### config.mk
export PLATFORM = sky130hd
export DESIGN_NAME = alu_mul_seq
export DESIGN_NICKNAME = d
export VERILOG_FILES = /design/src/rtl/alu_mul_seq.sv
export SDC_FILE = /design/constraint.sdc
export NUM_CORES = 1
export LEC_CHECK = 0
export BUFFER_PORTS_ARGS = -buffer_cell sky130_fd_sc_hd__buf_4
export CORE_MARGIN = 1
export CORE_UTILIZATION = 50
export CTS_BUF_LIST = sky130_fd_sc_hd__clkbuf_16
export DETAILED_ROUTE_END_ITERATION = 7
export HOLD_SLACK_MARGIN = 0.03
export PLACE_DENSITY = 0.8
export SLEW_MARGIN = 20
export SYNTH_ARGS = -nofsm -noshare
export SYNTH_HDL_FRONTEND = slang
export SYNTH_SLANG_ARGS = --single-unit
### constraint.sdc
create_clock -name clk -period 2.3 [get_ports clk]
set_input_delay 0.345 -clock clk [delete_from_list [all_inputs] [get_ports clk]]
set_output_delay 0.345 -clock clk [all_outputs]
set_load 0.01 [all_outputs]
### src/rtl/alu_mul_seq.sv
// alu_mul_seq
//   Multi-cycle unsigned 16x16 multiplier that borrows a shared 16-bit ALU.
//   The low 16 bits of the product are built by shift-and-add, where every
//   addition (acc + mcand) and every doubling (mcand + mcand) is issued to the
//   ALU as an a+b operation and the ALU result is captured back locally.
//   Overflow is tracked exactly for unsigned operands.
//
// Ports
//   clk        rising-edge clock
//   reset      synchronous, active-high; aborts any operation, returns to IDLE
//   in_valid   request valid (ignored outside IDLE)
//   in_ready   high only in IDLE
//   op_a       multiplicand, sampled on accept
//   op_b       multiplier, sampled on accept
//   out_valid  high only in DONE
//   out_ready  response consumer ready
//   result     low 16 bits of op_a*op_b
//   overflow   true product >= 2^16
//   alu_c      ALU control word (zx,nx,zy,ny,f,no)
//   alu_a      ALU operand a
//   alu_b      ALU operand b
//   alu_out    combinational ALU result for the current alu_c/alu_a/alu_b
module alu_mul_seq #(
  parameter logic [5:0] ADD_CTRL  = 6'b000010,
  parameter logic [5:0] ZERO_CTRL = 6'b101010
) (
  input  logic        clk,
  input  logic        reset,
  input  logic        in_valid,
  output logic        in_ready,
  input  logic [15:0] op_a,
  input  logic [15:0] op_b,
  output logic        out_valid,
  input  logic        out_ready,
  output logic [15:0] result,
  output logic        overflow,
  output logic [5:0]  alu_c,
  output logic [15:0] alu_a,
  output logic [15:0] alu_b,
  input  logic [15:0] alu_out
);

  localparam logic [1:0] S_IDLE = 2'd0;
  localparam logic [1:0] S_ADD  = 2'd1;
  localparam logic [1:0] S_DBL  = 2'd2;
  localparam logic [1:0] S_DONE = 2'd3;

  logic [1:0]  state;
  logic [15:0] acc;
  logic [15:0] mcand;
  logic [15:0] mplier;
  logic        lost;
  logic        ovf;
  logic [15:0] mplier_shr;

  assign mplier_shr = mplier >> 1;

  assign in_ready  = (state == S_IDLE);
  assign out_valid = (state == S_DONE);
  assign result    = acc;
  assign overflow  = ovf;

  // The ALU is only driven with real operands while adding or doubling;
  // otherwise it is parked on constant zero so it sees quiet inputs.
  always_comb begin
    alu_c = ZERO_CTRL;
    alu_a = 16'd0;
    alu_b = 16'd0;
    case (state)
      S_ADD: begin
        alu_c = ADD_CTRL;
        alu_a = acc;
        alu_b = mcand;
      end
      S_DBL: begin
        alu_c = ADD_CTRL;
        alu_a = mcand;
        alu_b = mcand;
      end
      default: ;
    endcase
  end

  // Sequencer. An add wraps exactly when the sum is below the old accumulator.
  // A multiplicand bit pushed out by a doubling only matters if a later add
  // uses that multiplicand, so 'lost' is folded into 'ovf' only at add time.
  always_ff @(posedge clk) begin
    if (reset) begin
      state  <= S_IDLE;
      acc    <= 16'd0;
      mcand  <= 16'd0;
      mplier <= 16'd0;
      lost   <= 1'b0;
      ovf    <= 1'b0;
    end else begin
      case (state)
        S_IDLE: begin
          if (in_valid) begin
            acc    <= 16'd0;
            mcand  <= op_a;
            mplier <= op_b;
            lost   <= 1'b0;
            ovf    <= 1'b0;
            if (op_b == 16'd0)
              state <= S_DONE;
            else if (op_b[0])
              state <= S_ADD;
            else
              state <= S_DBL;
          end
        end
        S_ADD: begin
          acc <= alu_out;
          ovf <= ovf | lost | (alu_out < acc);
          if (mplier[15:1] == 15'd0)
            state <= S_DONE;
          else
            state <= S_DBL;
        end
        S_DBL: begin
          mcand  <= alu_out;
          lost   <= lost | mcand[15];
          mplier <= mplier_shr;
          if (mplier_shr[0])
            state <= S_ADD;
          else
            state <= S_DBL;
        end
        S_DONE: begin
          if (out_ready)
            state <= S_IDLE;
        end
        default: state <= S_IDLE;
      endcase
    end
  end

endmodule

==> metrics.md <==
| Metric | Value |
|---|---|
| First-pass GRT wire length | `12100 um` |
| Leakage | `0.00167 uW` |
| Die Y | `between 70 and 80 um` |
| Antenna Cells | `0` |
| Multi-input logic area | `0.00168 sq mm` |
| Syn avg cell area | `8.62 sq um` |
| Fin. max-slew vios | `0` |
| GRT overflow | `0` |
| CP Capture Type | `flip-flop` |
| Worst hold path class | `in2reg` |
| Sequential area share after synthesis | `35.0%` |
| Inserted Clock Buffers | `5` |
| Final Power | `4920 uW` |
| Crit path required time | `~2.5 ns` |
| Die Area | `0.00614 sq mm` |
| Most used DFF post-synth | `dfxtp_1` |
| Num Clock Sinks | `51` |
| Switch Pwr | `2050 uW` |
| EDFF count, synth | `0` |
| RSZ-0062 raised after global routing | `false` |
| R2R setup slack | `0.15 ns` |
| Commonest cells post-synth | `nor2_1, dfxtp_1, a211oi_1, mux2i_1, inv_1` |
| Most common cell in the synthesized netlist | `nor2_1` |
| CP Data Arrival Time | `about 2.3 ns` |
| Combinational power share | `between 50% and 60%` |
| P_int | `2870 uW` |
| DRT iter0 DRCs | `140` |
| Status | `finished, final reports clean` |
| Clock Path Buffers | `2` |
| Total GRT Usage | `between 20% and 30%` |
| Synth warn | `0` |
| Max Cap Violations | `0` |
| Initial DRT Pass Iterations | `4` |
| Vias in the first global route | `2501` |
| Pwr Density | `between 1000 and 1500 mW/mm^2` |
| Largest net degree at the start of global routing | `between 50 and 60` |
| CTS Hold Bufs | `0` |
| Die span in x | `78.3 um` |
| CP max FO | `4` |
| Total number of vias | `2772` |
| Final Skew | `about 0.0064 ns` |
| Ports | `109` |
| CP startpoint | `result[15]` |
| Synth Cell Area | `0.00291 sq mm` |
| Worst VDD drop | `approximately 0.8 mV` |
| Site row count | `27` |
| R2R depth | `7` |
| R2r startpoint | `result[15]` |
| Register area | `0.00102 sq mm` |
| Postcts setup bufs | `0` |
| Core Footprint | `0.00557 sq mm` |
| Slew margin rel. | `62.0%` |
| Post-route antenna net violation count | `0` |
| DR vias/cell | `5.56` |
| Setup CP Type | `reg2reg` |
| CTS tree | `yes` |
| Min cycle time layout | `2.15 ns` |
| Flop pwr share | `30.9%` |
| Synth top area share | `a little over a third` |
| Hold path start | `alu_out[0]` |
| H-tree Lvls | `2` |
| Clock network power share | `16.9%` |
| Sw frac | `a little over two fifths` |
| IO buf count | `104` |
| Worst-Skew Late Latency | `0.29 ns` |
| Fmax | `0.466 GHz` |
| HPWL Detailed | `5570 um` |
| Post-Syn Instances | `338` |
| Clk pin slew, worst setup/hold paths | `0.07 ns` |
| Area growth, synth to finish | `32.8%` |
| Fillers | `453` |
| DRC | `0` |
| Synth cell types | `34` |
| Setup Viol. Count Final | `0` |
| Final-report hold violation count | `0` |
| Root Driver | `clkbuf_16` |
| Initial antenna violation count | `0` |
| Share of cells above drive strength 1 | `29.0%` |
| Final Cycle Share | `93.3%` |
| Nets | `498` |
| Placer Congestion | `0.833` |
| Ys async rst share | `0%` |
| Cell taking the most area after synthesis | `dfxtp_1` |
| Routed WL per cell | `15.3 um` |
| Startpoint Class | `flip-flop` |
| Reg2Reg Capture Point | `overflow` |
| Initial core utilization | `52.3%` |
| Seq cells post-synth | `51` |
| Total negative slack | `0 ns` |
| Largest cells by area after synthesis | `dfxtp_1, mux2i_1, a211oi_1` |
| Routed Wire Length | `between 7000 and 8000 um` |
| Worst slew pin tran | `about 0.57 ns` |
| End of the critical path | `overflow` |
## cell usage in the layout, fill, tap and decap left out, types with 3 or more instances in the layout
cell type	Yosys	final
buf_4	5	111
nor2_1	52	52
dfxtp_1	51	51
a211oi_1	32	32
mux2i_1	31	31
inv_1	22	22
ha_1	19	18
and2_1	19	17
a22o_1	16	16
a22oi_1	16	16
a21oi_1	10	10
nor4_1	6	6
clkbuf_16	0	5
nor3_1	4	4
o21ai_0	4	4
nand2_1	4	4
conb_1	2	4
nand4_1	3	3
## metal layers
metal | share of wire (%) | global-route usage, % | vias to the layer above
met5 | 0 | 0 | -
met4 | 0.75 | 5.37 | 0
met3 | 5.3 | 4.19 | 7
met2 | 49 | 44.4 | 94
met1 | 45 | 31.6 | 1282
li1 | - | - | 1389
## cell families (layout without fill, tap and decap cells)
| kind of cell | after synthesis | after routing | synth area share [%] |
|---|---|---|---|
| simple gates | 93 | 93 | 15.2 |
| buf+inv | 53 | 140 | 7.90 |
| compound gates | 89 | 89 | 22.8 |
| mux | 31 | 31 | 10.6 |
| other cells | 2 | 4 | 0.258 |
| fa+ha+maj | 19 | 19 | 8.16 |
| flops | 51 | 51 | 35.0 |
## worst min-delay path by stage
stage	endpoint	slack (ns)	depth (start not counted)
after floorplan	overflow	0.47	1
after global placement	overflow	0.49	1
after detailed placement	overflow	0.50	1
after CTS	result[1]	0.31	3
after global routing	result[4]	0.32	3
final	result[0]	0.32	3
## metrics by stage
stage          util (%)  cells  instance area [sq um]  worst slack, ns  hold WS, ns
2_1_floorplan         -    340                   2920            0.329        0.472
3_3_place_gp       66.4    492                   3700            0.164        0.486
3_5_place_dp       66.4    492                   3700           0.0817        0.500
4_1_cts            69.4    499                   3870           0.0219        0.312
5_1_grt            69.4    499                   3870           0.0394        0.324
6_report           69.4    499                   3870            0.154        0.320
## worst max-delay path: stages, from the launching register on
cell       delay, ns
dfxtp_1         0.42
inv_1           0.07
ha_1            0.31
nand4_1         0.11
or4_1           0.56
a221oi_2        0.22
a2111oi_1       0.10
o31a_1          0.24
## state kept, by name (all words and copies together) (netlist names)
register  flops
lost          1
mcand        16
mplier       15
overflow      1
result       16
state         2
## power by group through the flow
stage	Clock, uW	Sequential (uW)	Combinational, uW
global placement	0	1520	2460
floorplan	0	1470	1740
detailed placement	0	1530	2540
CTS	844	1520	2560
finish	831	1520	2570
global route	872	1560	2840
## repair_timing
| action | 4_1_cts | 5_1_grt |
|---|---|---|
| resized for setup | 2 | 2 |
| endpoints found under the setup margin | 16 | 16 |
| hold endpoints to repair | 0 | 0 |
## final cells by class
class                      count  share of cell area (%)
clock buffer                   5                    3.23
clock inverter                 2                   0.970
inverter                      22                    2.13
multi-input combinational    236                    43.4
sequential                    51                    26.4
tap                           72                    2.33
timing repair buffer         111                    21.5
Power figures use the tool's default switching activity.
